File: src/rtl/cpu_pkg.sv
// Shared definitions for the single-cycle CPU slice: instruction width,
// default instruction-memory depth and the boot loader state encoding.
package cpu_pkg;

    localparam int INSTR_W           = 32;
    localparam int DEFAULT_MEM_DEPTH = 256;

    typedef enum logic [2:0] {
        ST_CLEAR = 3'd0,
        ST_LOAD  = 3'd1,
        ST_FLUSH = 3'd2,
        ST_RUN   = 3'd3,
        ST_DONE  = 3'd4
    } loader_state_e;

endpackage

File: src/rtl/byte_word_packer.sv
// Packs a host byte stream into little-endian instruction words. The word is
// presented combinationally on the byte that completes it (4th byte or last).
module byte_word_packer
    import cpu_pkg::*;
(
    input  logic               clk_i,
    input  logic               rst_i,
    input  logic               accept_i,
    input  logic [7:0]         data_i,
    input  logic               last_i,
    output logic               word_valid_o,
    output logic [INSTR_W-1:0] word_o
);

    logic [1:0]         lane_q;
    logic [INSTR_W-1:0] acc_q;

    // Lanes above the current one are always zero in acc_q, which gives the
    // zero padding of a short final word for free.
    always_comb begin
        word_o                         = acc_q;
        word_o[{lane_q, 3'b000} +: 8]  = data_i;
        word_valid_o                   = accept_i & ((lane_q == 2'd3) | last_i);
    end

    always_ff @(posedge clk_i) begin
        if (rst_i) begin
            lane_q <= 2'd0;
            acc_q  <= '0;
        end else if (accept_i) begin
            if (word_valid_o) begin
                lane_q <= 2'd0;
                acc_q  <= '0;
            end else begin
                lane_q <= lane_q + 2'd1;
                acc_q  <= word_o;
            end
        end
    end

endmodule

File: src/rtl/imem_boot_loader.sv
// Boot sequencer: zeroes instruction memory, loads the host image, then
// releases the CPU and holds start for a fixed number of cycles.
module imem_boot_loader
    import cpu_pkg::*;
#(
    parameter int MEM_DEPTH  = DEFAULT_MEM_DEPTH,
    parameter int ADDR_W     = 8,
    parameter int RUN_CYCLES = 30,
    parameter int CNT_W      = 16
) (
    input  logic               clk_i,
    input  logic               rst_i,
    input  logic               byte_valid_i,
    input  logic [7:0]         byte_data_i,
    input  logic               byte_last_i,
    output logic               byte_ready_o,
    output logic               imem_we_o,
    output logic [ADDR_W-1:0]  imem_addr_o,
    output logic [INSTR_W-1:0] imem_data_o,
    output logic               cpu_rst_n_o,
    output logic               cpu_start_o,
    output logic [ADDR_W:0]    word_count_o,
    output logic [CNT_W-1:0]   run_cycle_o,
    output logic               done_o,
    output logic               err_o,
    output loader_state_e      dbg_state_o
);

    // Byte channel: a byte (with its last flag) transfers on a rising edge
    // where byte_valid_i and byte_ready_o are both high; the host holds data
    // stable while valid is high and ready is low. Ready is registered and
    // never depends combinationally on valid.

    loader_state_e      state_q, state_d;
    logic [ADDR_W-1:0]  clr_addr_q, clr_addr_d;
    logic               last_seen_q, last_seen_d;
    logic               ready_q, ready_d;
    logic               we_q, we_d;
    logic [ADDR_W-1:0]  addr_q, addr_d;
    logic [INSTR_W-1:0] data_q, data_d;
    logic               rst_n_q, rst_n_d;
    logic               start_q, start_d;
    logic [ADDR_W:0]    wc_q, wc_d;
    logic [CNT_W-1:0]   run_q, run_d;
    logic               done_q, done_d;
    logic               err_q, err_d;

    logic               accept;
    logic               word_valid;
    logic [INSTR_W-1:0] word;

    assign accept = byte_valid_i & ready_q;

    byte_word_packer u_packer (
        .clk_i        (clk_i),
        .rst_i        (rst_i),
        .accept_i     (accept),
        .data_i       (byte_data_i),
        .last_i       (byte_last_i),
        .word_valid_o (word_valid),
        .word_o       (word)
    );

    // All outputs are registered; the comb block computes next-cycle values.
    always_comb begin
        state_d     = state_q;
        clr_addr_d  = clr_addr_q;
        last_seen_d = last_seen_q;
        ready_d     = 1'b0;
        we_d        = 1'b0;
        addr_d      = addr_q;
        data_d      = data_q;
        rst_n_d     = 1'b0;
        start_d     = 1'b0;
        wc_d        = wc_q;
        run_d       = run_q;
        done_d      = done_q;
        err_d       = err_q;

        case (state_q)
            ST_CLEAR: begin
                we_d       = 1'b1;
                addr_d     = clr_addr_q;
                data_d     = '0;
                clr_addr_d = clr_addr_q + 1'b1;
                if (clr_addr_q == ADDR_W'(MEM_DEPTH - 1))
                    state_d = ST_LOAD;
            end
            ST_LOAD: begin
                ready_d = !last_seen_q && !(accept && byte_last_i);
                if (accept && byte_last_i)
                    last_seen_d = 1'b1;
                if (word_valid) begin
                    // A full image drops further words instead of wrapping.
                    if (wc_q == (ADDR_W+1)'(MEM_DEPTH)) begin
                        err_d = 1'b1;
                    end else begin
                        we_d   = 1'b1;
                        addr_d = wc_q[ADDR_W-1:0];
                        data_d = word;
                        wc_d   = wc_q + 1'b1;
                    end
                end
                if (last_seen_q)
                    state_d = ST_FLUSH;
            end
            ST_FLUSH: begin
                state_d = ST_RUN;
                rst_n_d = 1'b1;
                start_d = 1'b1;
                run_d   = '0;
            end
            ST_RUN: begin
                rst_n_d = 1'b1;
                if (run_q == CNT_W'(RUN_CYCLES - 1)) begin
                    state_d = ST_DONE;
                    done_d  = 1'b1;
                    run_d   = CNT_W'(RUN_CYCLES);
                end else begin
                    start_d = 1'b1;
                    run_d   = run_q + 1'b1;
                end
            end
            ST_DONE: begin
                rst_n_d = 1'b1;
            end
            default: begin
                state_d = ST_CLEAR;
            end
        endcase
    end

    always_ff @(posedge clk_i) begin
        if (rst_i) begin
            state_q     <= ST_CLEAR;
            clr_addr_q  <= '0;
            last_seen_q <= 1'b0;
            ready_q     <= 1'b0;
            we_q        <= 1'b0;
            addr_q      <= '0;
            data_q      <= '0;
            rst_n_q     <= 1'b0;
            start_q     <= 1'b0;
            wc_q        <= '0;
            run_q       <= '0;
            done_q      <= 1'b0;
            err_q       <= 1'b0;
        end else begin
            state_q     <= state_d;
            clr_addr_q  <= clr_addr_d;
            last_seen_q <= last_seen_d;
            ready_q     <= ready_d;
            we_q        <= we_d;
            addr_q      <= addr_d;
            data_q      <= data_d;
            rst_n_q     <= rst_n_d;
            start_q     <= start_d;
            wc_q        <= wc_d;
            run_q       <= run_d;
            done_q      <= done_d;
            err_q       <= err_d;
        end
    end

    assign byte_ready_o = ready_q;
    assign imem_we_o    = we_q;
    assign imem_addr_o  = addr_q;
    assign imem_data_o  = data_q;
    assign cpu_rst_n_o  = rst_n_q;
    assign cpu_start_o  = start_q;
    assign word_count_o = wc_q;
    assign run_cycle_o  = run_q;
    assign done_o       = done_q;
    assign err_o        = err_q;
    assign dbg_state_o  = state_q;

endmodule
File: config.mk
export PLATFORM = sky130hd
export DESIGN_NAME = imem_boot_loader
export DESIGN_NICKNAME = d
export VERILOG_FILES = /design/src/rtl/cpu_pkg.sv /design/src/rtl/byte_word_packer.sv /design/src/rtl/imem_boot_loader.sv
export SDC_FILE = /design/constraint.sdc
export NUM_CORES = 1
export LEC_CHECK = 0
export BUFFER_PORTS_ARGS = -buffer_cell sky130_fd_sc_hd__buf_2
export CAP_MARGIN = 30
export CORE_ASPECT_RATIO = 1.2
export CORE_MARGIN = 4
export CORE_UTILIZATION = 54
export DETAILED_ROUTE_END_ITERATION = 7
export GPL_TIMING_DRIVEN = 0
export PLACE_DENSITY = 0.84
export RECOVER_POWER = 50
export SLEW_MARGIN = 20
export SYNTH_ARGS = -nofsm -noshare
export SYNTH_HDL_FRONTEND = slang
export SYNTH_SLANG_ARGS = --single-unit
File: constraint.sdc
create_clock -name clk_i -period 4.4 [get_ports clk_i]
set_input_delay 0.66 -clock clk_i [delete_from_list [all_inputs] [get_ports clk_i]]
set_output_delay 0.66 -clock clk_i [all_outputs]
set_load 0.005 [all_outputs]
==> results.md, run 1 <==
* Core Util, Final at 0.673
* Placed inst area at 5850 um2
* WHS at 0.459 ns
* Die extent in y at 116 um
* Final setup fails at 0
* Leakage at 2.30 nW
* Clock network power share at 0.564
* # diodes at 0
* Vias at 5274
* Critical path class: flip-flop to flip-flop
* Syn Inst Count at about 630
* Worst skew pair latency at 0.41 ns
* Req. time, crit path at 4.67 ns
* Worst-Margin Slew at 0.650 ns
* Asr flop ratio synth at 0
* Startpoint class of the critical path: flip-flop
* Crit Path Max Fanout at 10
* Core Region at about 9500 um2
* Die W at 98.2 um
* Register area share after synthesis at 0.444
* Post-DP HPWL at 10600 um
* DRC at 0
* Clock period minus final worst setup slack at approximately 2.5 ns
* Cell family with the largest share of critical-path delay: buffers and inverters
* Setup Skew at 0.00639 ns
* Top_reg_cell synth: dfxtp_1
* Layout area overhead at 21.4%
* Synth cell types at 53
* Synthesized area at between 5000 and 6000 um2
* Ports at 86
* DR iter-0 viols at approximately 400
* Placed Cells at 834
* Pwr per Cell Area at 405 nW/um2
* Port bufs at 85
* Root Buffer: clkbuf_16
* Setup TNS at 0 ns
* Vias in the first global route at just under 5000
* Reg power frac at 0.414
* Worst-case clock buffer depth at 2
* Clock transition at path regs at about 0.050 ns
* Setup Fix Bufs, Post-CTS at 0
* Net Sw Frac at 0.200
* Multi-input logic area at 2600 um2
* Post-Syn Area per Cell at about 8.4 um2
* Critical path arrival at around 2.8 ns
* All-Layer GR Usage at 0.259
* Clock sink count at 117
* Relative slew margins at 0.567
* Routed WL per cell at between 15 and 20 um
* Cell repeated most along the worst path: clkbuf_1
* Layout fillers at just under 800
* Crit share post-route at 0.567
* CTS tree: built
* RSZ-0062 raised after global routing: false
* Pins Over Slew Limit at 0
* Combinational share of power at 0.022
* Slowest cell on crit path: nor3b_1
* Synthesis Warnings at 0
* Nets at 752
* Post-route antenna net violation count at 0
* First-pass GRT wire length at 23900 um
* Critical path, cell by cell: nor3b_1, clkbuf_1, o2111ai_1, clkbuf_1, buf_8, nand3_1, a21oi_1
* Remaining global-route overflow at 0
* #FFs+latches synth at 117
* Via density at 6.09
* Number of synthesized flops with an enable pin at 0
* Drt pass-1 iters at 7
* Sw Pwr at between 0.5 and 0.6 mW
* Initial Util at 0.554
* Top cell type's share of synthesized area at 0.444
* Pint at a little over 2 mW
* Initial antenna violation count at 0
* # rows at 39
* Final Hold Fails at 0
* Non-Filler Instances at 866
* Sequential Area at 2340 um2
* Share of layout cells above drive strength 1 at 0.114
* Post-CTS sizing at 0
* Syn Nets at 648
* Num CTS Buffers at 17
* Hold Buf Count CTS at 0
* Slowest stage delay, CP at 0.45 ns
* Die ar. at 11400 um2
* Max cap viols at 0
* Synth top area cells: dfxtp_1, a21oi_1, a22oi_1
* Wirelength, routed at between 15000 and 20000 um
* Crit path capture type: flip-flop
* Fmax at 401 MHz
* CTS H-tree lvls at 4
* Crit path buf inv count at 3
* Final GP Congestion at 0.871
* Design area at between 6000 and 7000 um2
* Status: finished clean
* Largest net degree at the start of global routing at 17
* VDD IR-drop max at 300 uV
* Worst hold path class: flip-flop to flip-flop
* Most area-hungry cell type in the Yosys netlist: dfxtp_1
[state kept, by name, summed over array words and instances, names as in the netlist]
register	cells
imem_data_o	32
u_packer.acc_q	32
run_cycle_o	16
word_count_o	9
clr_addr_q	8
imem_addr_o	8
dbg_state_o	3
u_packer.lane_q	2
byte_ready_o	1
cpu_rst_n_o	1
cpu_start_o	1
done_o	1
err_o	1
imem_we_o	1
last_seen_q	1
[cell usage in the layout, fill, tap and decap left out, drive strengths merged, types with 5 or more instances in the layout]
cell / synthesis / layout
clkbuf: 30 / 104
o21ai: 15 / 15
a21oi: 52 / 52
clkinv: 0 / 5
mux2i: 8 / 8
inv: 21 / 21
a31oi: 12 / 12
nor3: 14 / 14
dfxtp: 117 / 117
ha: 10 / 10
nand3: 49 / 49
buf: 20 / 54
a22oi: 33 / 33
nand2: 65 / 65
a211oi: 11 / 11
or3: 11 / 11
a22o: 24 / 24
and4: 5 / 5
o22ai: 10 / 10
nand4: 16 / 16
nor2: 53 / 53
[worst paths after layout]
kind                  startpoint              end  slack, ns  cells past startpoint
setup reg to reg  dbg_state_o[2]  imem_data_o[30]       1.91                      7
hold reg to reg      last_seen_q     byte_ready_o       0.46                      1
hold / removal       last_seen_q     byte_ready_o       0.46                      1
setup / recovery  dbg_state_o[2]  imem_data_o[30]       1.91                      7
[layout make-up]
type / instances / share of cell area
inverter: 21 / 0.0123
buffer: 50 / 0.0362
multi-input combinational: 438 / 0.406
clock buffer: 23 / 0.0747
tap: 123 / 0.0240
clock inverter: 9 / 0.0233
timing repair buffer: 85 / 0.0575
sequential: 117 / 0.366
[power by group through the flow]
stage          Combinational, mW  Sequential, mW  Clock (mW)
3_5_place_dp              0.0562            1.09           0
4_1_cts                   0.0566            1.07        1.47
5_1_grt                   0.0625            1.07        1.52
3_3_place_gp              0.0545            1.09           0
2_1_floorplan             0.0300            1.09           0
6_report                  0.0577            1.07        1.46
[Yosys cell counts, types with 4 or more instances]
library cell  count
xnor2_1           4
nand2b_1          4
nand3_1          49
clkbuf_1         30
a22oi_1          33
and2_1            4
nor3_1           14
and4_1            5
nand4_1          16
dfxtp_1         117
mux2i_1           8
inv_1            21
o22ai_1          10
a31oi_1          12
o21ai_0          15
or3_1            11
buf_2            12
ha_1             10
nand2_1          64
a211oi_1         10
nor2_1           53
a21oi_1          52
a22o_1           24
buf_1             4
[per-stage QoR]
step / power [mW] / worst slack (ns)
final: 2.59 / 1.91
after global routing: 2.65 / 1.74
after CTS: 2.60 / 2.10
after detailed placement: 1.15 / 1.98
after global placement: 1.15 / 2.08
after floorplan: 1.12 / 2.53
[layer usage]
metal	up-vias	routed length, um	global-route usage
met4	0	461	0.132
met2	244	7560	0.447
met3	46	1110	0.0657
met1	2497	5950	0.300
li1	2487	-	-
met5	-	0	0
[cells by family after synthesis]
family	Yosys count	synth area share
simple gates	242	0.226
fa+ha+maj	10	0.0237
compound gates	171	0.218
buf+inv	71	0.0613
flops	117	0.444
xor+xnor	7	0.0116
mux	8	0.0152
(Power assumes the default switching activity.)
==> run 2: changes to the inputs <==
--- a/config.mk
+++ b/config.mk
@@ -9,10 +9,10 @@
 export CAP_MARGIN = 30
 export CORE_ASPECT_RATIO = 1.2
 export CORE_MARGIN = 4
-export CORE_UTILIZATION = 54
+export CORE_UTILIZATION = 51
 export DETAILED_ROUTE_END_ITERATION = 7
 export GPL_TIMING_DRIVEN = 0
-export PLACE_DENSITY = 0.84
+export PLACE_DENSITY = 0.83
 export RECOVER_POWER = 50
 export SLEW_MARGIN = 20
 export SYNTH_ARGS = -nofsm -noshare
==> constraint.sdc (replaced) <==
create_clock -name clk_i -period 2.08 [get_ports clk_i]
set_input_delay 0.312 -clock clk_i [delete_from_list [all_inputs] [get_ports clk_i]]
set_output_delay 0.312 -clock clk_i [all_outputs]
set_load 0.005 [all_outputs]
==> results.md, run 2 (synthesized netlist as in run 1, its figures left out) <==
* Status: finished clean
* Clock period minus final worst setup slack at 1.96 ns (-0.531 ns)
* RR Endpoint: imem_data_o[19]
* Critical path class: flip-flop to flip-flop
* Wire length on met3 at 1040 um (-6.0%)
* VDD IR-drop max at 554 uV (+85%)
* Launch point of the worst path: word_count_o[2]
* Crit path to: imem_data_o[19]
* Layout area overhead at 23.3%
* Post-DP HPWL at 10700 um (+1.6%)
* Vias in the first global route at 5038 (+1.3%)
* Worst skew pair latency at 0.41 ns (about the same)
* Final Hold Fails at 0 (unchanged)
* All-Layer GR Usage at 0.248 (-0.0107)
* Core Util, Final at 0.646 (-0.0264)
* Die ar. at 12000 um2 (+5.4%)
* Slowest cell on crit path: or4_4
* Initial antenna violation count at 0 (unchanged)
* # diodes at 0 (unchanged)
* Initial Util at 0.524 (-0.0300)
* Commonest non-fill, non-tap cell in the layout: dfxtp_1
* Num CTS Buffers at 17 (unchanged)
* Placed inst area at 5850 um2 (about the same)
* Slowest stage delay, CP at 0.58 ns (+0.13 ns)
* Die W at 101 um (+2.7%)
* # rows at 40 (+2.6%)
* Met1 wire length at 5840 um (-1.7%)
* Remaining global-route overflow at 0 (unchanged)
* Post-route antenna net violation count at 0 (unchanged)
* Crit path capture type: flip-flop
* Crit path buf inv count at 2 (-1)
* Cell family with the largest share of critical-path delay: simple AND/OR/NAND/NOR gates
* Worst-Margin Slew at 0.569 ns (-0.0810 ns)
* Die extent in y at 119 um (+2.7%)
* Critical path, cell by cell: or4_4, o2111ai_2, buf_6, buf_8, nand3_1, a21oi_1
* Crit share post-route at 0.944 (+0.377)
* Vias at 5292 (+0.34%)
* Via density at 6.10 (+0.11%)
* Crit Path Max Fanout at 10 (unchanged)
* Critical Path Stages at 6 (-1)
* Routed WL per cell at 17.1 um (-1.7%)
* Leakage at 2.45 nW (+6.4%)
* Final GP Congestion at 0.901 (+3.4%)
* Nets at 751 (-0.13%)
* Wirelength, routed at 14900 um (-1.5%)
* R2R setup slack at 0.12 ns (-1.79 ns)
* Setup TNS at 0 ns (unchanged)
* First-pass GRT wire length at 24000 um (+0.55%)
* Design area at 6500 um2 (+1.6%)
* Placed Cells at 837 (+0.36%)
* Ports at 86 (unchanged)
* Root Buffer: clkbuf_16
* Pins Over Slew Limit at 0 (unchanged)
* Max cap viols at 0 (unchanged)
* Final setup fails at 0 (unchanged)
* Clock transition at path regs at 0.05 ns (about the same)
* Req. time, crit path at 2.41 ns (-2.26 ns)
* Share of layout cells above drive strength 1 at 0.175 (+0.0608)
* R2R depth at 6 (-1)
* Hold Buf Count CTS at 0 (unchanged)
* DRC at 0 (unchanged)
* Setup Skew at 0.00544 ns (-0.000955 ns)
* Largest net degree at the start of global routing at 17 (unchanged)
* CTS H-tree lvls at 4 (unchanged)
* Non-Filler Instances at 868 (+0.23%)
* Relative slew margins at 0.621 (+0.0540)
* WL met2 at 7530 um (-0.36%)
* Commonest cells after routing, fill and taps aside: dfxtp_1, buf_2, nand2_1
* Fmax at 509 MHz (+27%)
* Critical path arrival at 2.29 ns (-0.47 ns)
* Top layer in use: met4
* FF-to-FF Start: word_count_o[2]
* RSZ-0062 raised after global routing: true
* Clock sink count at 117 (unchanged)
* Worst-case clock buffer depth at 2 (unchanged)
* Startpoint class of the critical path: flip-flop
* DR iter-0 viols at 332 (-15%)
* Pwr per Cell Area at 843 nW/um2 (+110%)
* CTS tree: built
* Core Region at 10100 um2 (+5.7%)
* Worst hold path class: primary input to flip-flop
* Drt pass-1 iters at 5 (-2)
* Port bufs at 85 (unchanged)
==> run 2: worst min-delay path by stage <==
stage | from | to | slack, ns | cells after the start
5_1_grt | byte_last_i | byte_ready_o | 0.18 | 2
3_3_place_gp | last_seen_q | byte_ready_o | 0.45 | 1
6_report | byte_last_i | byte_ready_o | 0.17 | 2
3_5_place_dp | imem_data_o[26] | imem_data_o[26] | 0.46 | 2
4_1_cts | byte_last_i | byte_ready_o | 0.16 | 2
2_1_floorplan | last_seen_q | byte_ready_o | 0.41 | 1
==> run 2: what timing repair did <==
action                                  4_1_cts  5_1_grt
endpoints found under the setup margin       63       88
pin swaps                                     1        0
setup buffers                                 1        2
gates resized for setup                       2       25
==> run 2: worst reg2reg max path, delay by kind of cell (launching register included) <==
family / cells / cell delay, ns
compound gates: 2 / 0.47
buf+inv: 2 / 0.35
flops: 1 / 0.38
simple gates: 2 / 0.67
==> run 2: where the power goes <==
group	total, mW	internal [mW]	switching [mW]
clock network	3.09	2.09	0.996
logic	0.125	0.0366	0.0880
registers	2.27	2.25	0.0115
total	5.48	4.38	1.10
==> run 2: metal layers <==
metal,vias to the layer above,global-route usage
li1,2490,-
met1,2538,0.289
met2,221,0.425
met3,43,0.0609
met4,0,0.111
met5,-,0
==> run 2: cell type report <==
cell class / count / area [um2]
multi-input combinational: 438 / 2630
fill: 825 / 3560
clock buffer: 23 / 478
tap: 126 / 158
timing repair buffer: 88 / 413
inverter: 21 / 78.8
clock inverter: 9 / 149
sequential: 117 / 2350
buffer: 46 / 244
==> run 2: per-stage QoR <==
stage                     hold WS [ns]  setup WS (ns)  total power [mW]
after floorplan                  0.414          0.262              2.37
after global placement           0.453         -0.118              2.43
after detailed placement         0.459         -0.140              2.43
after CTS                        0.159         -0.127              5.49
after global routing             0.179        -0.0533              5.60
final                            0.171          0.117              5.48
